`config.mk`:
```
export PLATFORM = sky130hd
export DESIGN_NAME = chunked_serial_adder
export DESIGN_NICKNAME = d
export VERILOG_FILES = /design/src/rtl/chunked_serial_adder.sv
export SDC_FILE = /design/constraint.sdc
export NUM_CORES = 1
export LEC_CHECK = 0
export CAP_MARGIN = 20
export CORE_AREA = 5 5 91 93
export CTS_CLUSTER_DIAMETER = 150
export DETAILED_ROUTE_END_ITERATION = 10
export DIE_AREA = 0 0 96 98
export PLACE_DENSITY = 0.66
export SLEW_MARGIN = 20
export SYNTH_ARGS = -nofsm -noshare
export SYNTH_HDL_FRONTEND = slang
export SYNTH_SLANG_ARGS = --single-unit
```
`constraint.sdc`:
```
create_clock -name clk -period 5.5 [get_ports clk]
set_input_delay 1.65 -clock clk [delete_from_list [all_inputs] [get_ports clk]]
set_output_delay 1.65 -clock clk [all_outputs]
set_load 0.05 [all_outputs]
```
`src/rtl/chunked_serial_adder.sv`:
```
// Multi-cycle adder/subtractor: CHUNK bits per clock with a registered ripple carry.
// Define ADDER_OVF_EN to build the signed-overflow flag; otherwise ovf is tied 0.
module chunked_serial_adder #(
  parameter int WIDTH = 16,
  parameter int CHUNK = 4
) (
  input  logic             clk,
  input  logic             rst,
  input  logic             start,
  input  logic             sub,
  input  logic [WIDTH-1:0] a,
  input  logic [WIDTH-1:0] b,
  input  logic             cin,
  output logic             busy,
  output logic             done,
  output logic [WIDTH-1:0] sum,
  output logic             cout,
  output logic             ovf
);

  localparam int NCHUNK = WIDTH / CHUNK;
  localparam int IDXW   = (NCHUNK > 1) ? $clog2(NCHUNK) : 1;
  localparam logic [IDXW-1:0] LAST_IDX = IDXW'(NCHUNK - 1);

  localparam logic [1:0] S_IDLE = 2'd0;
  localparam logic [1:0] S_RUN  = 2'd1;
  localparam logic [1:0] S_DONE = 2'd2;

  logic [1:0]       state_q, state_d;
  logic [IDXW-1:0]  idx_q, idx_d;
  logic [WIDTH-1:0] a_q, a_d;
  logic [WIDTH-1:0] b_q, b_d;
  logic             carry_q, carry_d;
  logic [WIDTH-1:0] work_q, work_d;
  logic [WIDTH-1:0] sum_q, sum_d;
  logic             cout_q, cout_d;
  logic             busy_q, busy_d;
  logic             done_q, done_d;

  logic [CHUNK:0]   slice_s;
  logic             fin_s;
  int               base_s;

  // Next-state, slice datapath and result capture.
  always_comb begin
    state_d = state_q;
    idx_d   = idx_q;
    a_d     = a_q;
    b_d     = b_q;
    carry_d = carry_q;
    work_d  = work_q;
    sum_d   = sum_q;
    cout_d  = cout_q;
    fin_s   = 1'b0;
    base_s  = int'(idx_q) * CHUNK;
    slice_s = {1'b0, a_q[base_s +: CHUNK]} + {1'b0, b_q[base_s +: CHUNK]}
            + {{CHUNK{1'b0}}, carry_q};

    case (state_q)
      S_IDLE, S_DONE: begin
        if (start) begin
          a_d     = a;
          b_d     = sub ? ~b : b;
          carry_d = sub ? 1'b1 : cin;
          idx_d   = {IDXW{1'b0}};
          state_d = S_RUN;
        end else begin
          state_d = S_IDLE;
        end
      end
      S_RUN: begin
        work_d[base_s +: CHUNK] = slice_s[CHUNK-1:0];
        carry_d = slice_s[CHUNK];
        if (idx_q == LAST_IDX) begin
          // Only the completing slice touches the visible result.
          fin_s   = 1'b1;
          sum_d   = work_d;
          cout_d  = slice_s[CHUNK];
          idx_d   = {IDXW{1'b0}};
          state_d = S_DONE;
        end else begin
          idx_d = idx_q + IDXW'(1);
        end
      end
      default: begin
        state_d = S_IDLE;
        idx_d   = {IDXW{1'b0}};
      end
    endcase

    busy_d = (state_d == S_RUN);
    done_d = (state_d == S_DONE);
  end

  // State and output registers.
  always_ff @(posedge clk) begin
    if (rst) begin
      state_q <= S_IDLE;
      idx_q   <= {IDXW{1'b0}};
      a_q     <= {WIDTH{1'b0}};
      b_q     <= {WIDTH{1'b0}};
      carry_q <= 1'b0;
      work_q  <= {WIDTH{1'b0}};
      sum_q   <= {WIDTH{1'b0}};
      cout_q  <= 1'b0;
      busy_q  <= 1'b0;
      done_q  <= 1'b0;
    end else begin
      state_q <= state_d;
      idx_q   <= idx_d;
      a_q     <= a_d;
      b_q     <= b_d;
      carry_q <= carry_d;
      work_q  <= work_d;
      sum_q   <= sum_d;
      cout_q  <= cout_d;
      busy_q  <= busy_d;
      done_q  <= done_d;
    end
  end

  assign busy = busy_q;
  assign done = done_q;
  assign sum  = sum_q;
  assign cout = cout_q;

`ifdef ADDER_OVF_EN
  logic ovf_q, ovf_d;

  // Signed overflow: same-sign operands producing a result of the other sign.
  always_comb begin
    if (fin_s) begin
      ovf_d = (a_q[WIDTH-1] == b_q[WIDTH-1]) && (work_d[WIDTH-1] != a_q[WIDTH-1]);
    end else begin
      ovf_d = ovf_q;
    end
  end

  // Overflow flag register.
  always_ff @(posedge clk) begin
    if (rst) begin
      ovf_q <= 1'b0;
    end else begin
      ovf_q <= ovf_d;
    end
  end

  assign ovf = ovf_q;
`else
  assign ovf = 1'b0;
`endif

endmodule
```
==> results by group <==
Placed design
  • Dpl ws: 1.99 ns
  • Post-Place Cells: a little under 500
  • Port-buffer cells: 55
  • DP Wirelength: 4.68 mm
  • GPL Wtd Cong: 0.763

Clock tree
  • Sink Count: between 70 and 80
  • Worst skew pair latency: ~0.35 ns
  • TritonCTS clock tree: done
  • Cts repair resizes: 0
  • H-tree depth: 3
  • Cts hold-fix bufs: 0
  • Total setup buffers inserted after CTS: 0
  • Clk buf depth: 2
  • TritonCTS buffer count: 9
  • Root buffer cell: clkbuf_8
  • Clk slew on worst S/H paths: 0.08 ns

Layout
  • Area delta synth->final: 25.6%
  • Fin util: between 50% and 60%
  • Antenna cell count: 0
  • Final cell count without fillers: between 400 and 500
  • Layout net count: 439
  • Ratio of cells with drive above 1 in the final layout: slightly above 8%

Floorplan
  • Core Region: 7450 um^2
  • Die W: 96 um
  • Die height: between 90 and 100 um
  • Initial core utilization: a little over two fifths
  • Ports: 57
  • DIE AREA: ~9400 um^2
  • Cell Rows: 32

Power
  • P_leak: around 0.0014 uW
  • Tot Pwr: 1200 uW
  • Clock Power Share: 39.6%
  • Seq pwr share: a little under half
  • Worst VDD drop: approximately 150 uV
  • Pint: between 800 and 900 uW
  • Logic pwr share: 14.0%
  • Sw frac: between 20% and 30%
  • Power density cells: ~300 nW/um^2
  • Sw power: just over 300 uW

Routing
  • ANT nets after route: 0
  • Routed WL: around 6.8 mm
  • Post-route DRC: 0
  • Via density: 5.19
  • Via count: between 2000 and 3000
  • Pre-antenna DRT Iters: 5
  • Drt wl/cell: 13.6 um
  • Initial DRC Count: 87

STA
  • Final hold viol count: 0
  • Final worst slack: around 2.2 ns
  • Final period utilization: around three fifths
  • Worst-Margin Slew: 0.946 ns
  • Worst slew margin: 36.8%
  • Minimum clock period: between 3 and 4 ns
  • Final setup vio count: 0
  • Setup TNS Final: 0 ns
  • Max Slew Vio Count: 0
  • Fmax: between 300 and 400 MHz
  • Final setup skew: slightly above 0.01 ns
  • Unrepaired setup endpoints after global routing: false

Yosys
  • Cell Area, Synth: ~3200 um^2
  • #FFs+latches synth: 72
  • Yosys warning count: 0
  • Mean Syn Cell Area: 9.14 um^2
  • Mapped Nets: around 400
  • Post-Synthesis Cells: 350
  • Register area share after synthesis: a little under half
  • Netlist cell types: 34

Worst setup path
  • Critical Path AT: between 3 and 4 ns
  • Crit Path Max Fanout: 9
  • Internal reg-to-reg setup slack: 2.22 ns
  • CP Launch Type: flip-flop
  • Kind of end point of the critical path: flip-flop
  • Kind of critical path: flip-flop to flip-flop
  • Worst path required time: between 5 and 6 ns

GRT
  • Initial antenna violation count: 0
  • Largest net degree at the start of global routing: 50
  • Vias in the first global route: 2514
  • First-pass GRT wire length: 11.5 mm
  • GRT Overall Usage: between 10% and 20%
  • Remaining global-route overflow: 0

Job
  • Max-cap violations: 0

Outcome
  • Outcome: completed

Min path
  • Min-delay worst type: flip-flop to flip-flop
-- flip-flops by register name, indices dropped and copies added, names as in the netlist --
| register | flops |
|---|---|
| idx_q | 2 |
| carry_q | 1 |
| busy | 1 |
| a_q | 16 |
| b_q | 16 |
| done | 1 |
| work_q | 16 |
| state_q | 2 |
| sum | 16 |
| cout | 1 |
-- cell usage after synthesis (all sizes together) --
library cell | n | area share [%]
a31oi | 1 | 0.20
nand2 | 46 | 5.4
or3 | 1 | 0.20
nor2b | 3 | 0.59
a32oi | 12 | 3.3
buf | 9 | 1.4
nor4 | 1 | 0.67
nand4 | 2 | 0.39
xnor2 | 16 | 4.4
inv | 6 | 0.70
o21ai | 6 | 0.94
and3 | 1 | 0.20
nand2b | 2 | 0.39
dfxtp | 72 | 45
a221oi | 12 | 3.3
conb | 1 | 0.12
a211oi | 20 | 4.7
a21o | 3 | 0.70
nor3 | 15 | 2.5
fa | 2 | 1.3
and2 | 3 | 0.59
ha | 9 | 3.5
clkbuf | 19 | 2.2
xor2 | 1 | 0.27
a21oi | 22 | 3.4
nor2 | 48 | 5.6
nor4b | 1 | 0.47
mux4 | 8 | 5.6
a22oi | 4 | 0.94
nand3b | 4 | 0.94
-- cells by family (layout without fill, tap and decap cells) --
| kind of cell | count (synthesis) | in the layout | synth area share [%] |
|---|---|---|---|
| multiplexers | 8 | 8 | 5.63 |
| flip-flops | 72 | 72 | 45.1 |
| other | 1 | 1 | 0.117 |
| buffers and inverters | 34 | 80 | 4.30 |
| XOR/XNOR | 17 | 17 | 4.66 |
| AO/OA/AOI/OAI | 80 | 80 | 17.5 |
| AND/OR/NAND/NOR | 127 | 127 | 18.0 |
| adder cells (fa/ha/maj) | 11 | 11 | 4.77 |
-- cell type report --
class                      count  area [um^2]
multi-input combinational    244         1630
clock inverter                 5         78.8
inverter                       6         22.5
sequential                    72         1440
clock buffer                  11          151
fill                         732         3430
timing repair buffer          58          568
tap                          102          128
-- worst paths after layout --
path | startpoint | endpoint | cells after the start
worst max-delay path | idx_q[0] | work_q[10] | 8
worst min-delay path | work_q[7] | work_q[7] | 2
worst max register to register | idx_q[0] | work_q[10] | 8
worst min register to register | work_q[7] | work_q[7] | 2
-- power groups by stage --
stage	Sequential [uW]	Clock, uW	Combinational [uW]
floorplan	567	0	114
global placement	569	0	167
detailed placement	569	0	169
CTS	557	485	170
global route	560	504	186
finish	557	475	169
-- layer usage --
layer | vias up | share of wire [%] | global-route usage [%]
met5 | - | 0 | 0
met4 | 0 | 0.99 | 5.91
met3 | 5 | 4.3 | 4.01
met2 | 58 | 50 | 24.6
met1 | 1195 | 45 | 19.8
li1 | 1329 | - | -
-- cells in the final DEF, fill, tap and decap left out, types with 4 or more instances in the layout --
master,count
a211oi_1,20
a21oi_1,22
a221oi_1,12
a22oi_1,4
a32oi_1,12
clkbuf_8,11
clkdlybuf4s50_1,54
dfxtp_1,72
ha_1,9
inv_1,6
mux4_2,8
nand2_1,46
nand3b_1,4
nor2_1,48
nor3_1,14
o21ai_0,5
xnor2_1,16
-- worst max-delay path, cell delays in order (launching register included) --
cell and delay [ns]:
dfxtp_1 0.55, buf_4 0.29, mux4_2 0.56, fa_1 0.44
fa_1 0.41, xor2_1 0.40, and2_1 0.30, a22oi_1 0.12
nor2_1 0.13
-- through the flow --
step                      hold slack (ns)  instance area [um^2]
after floorplan                     0.432                  3200
after detailed placement            0.445                  3790
final                               0.456                  4020
after CTS                           0.453                  4020
after global routing                0.480                  4020
after global placement              0.438                  3790
(Power assumes the default switching activity.)
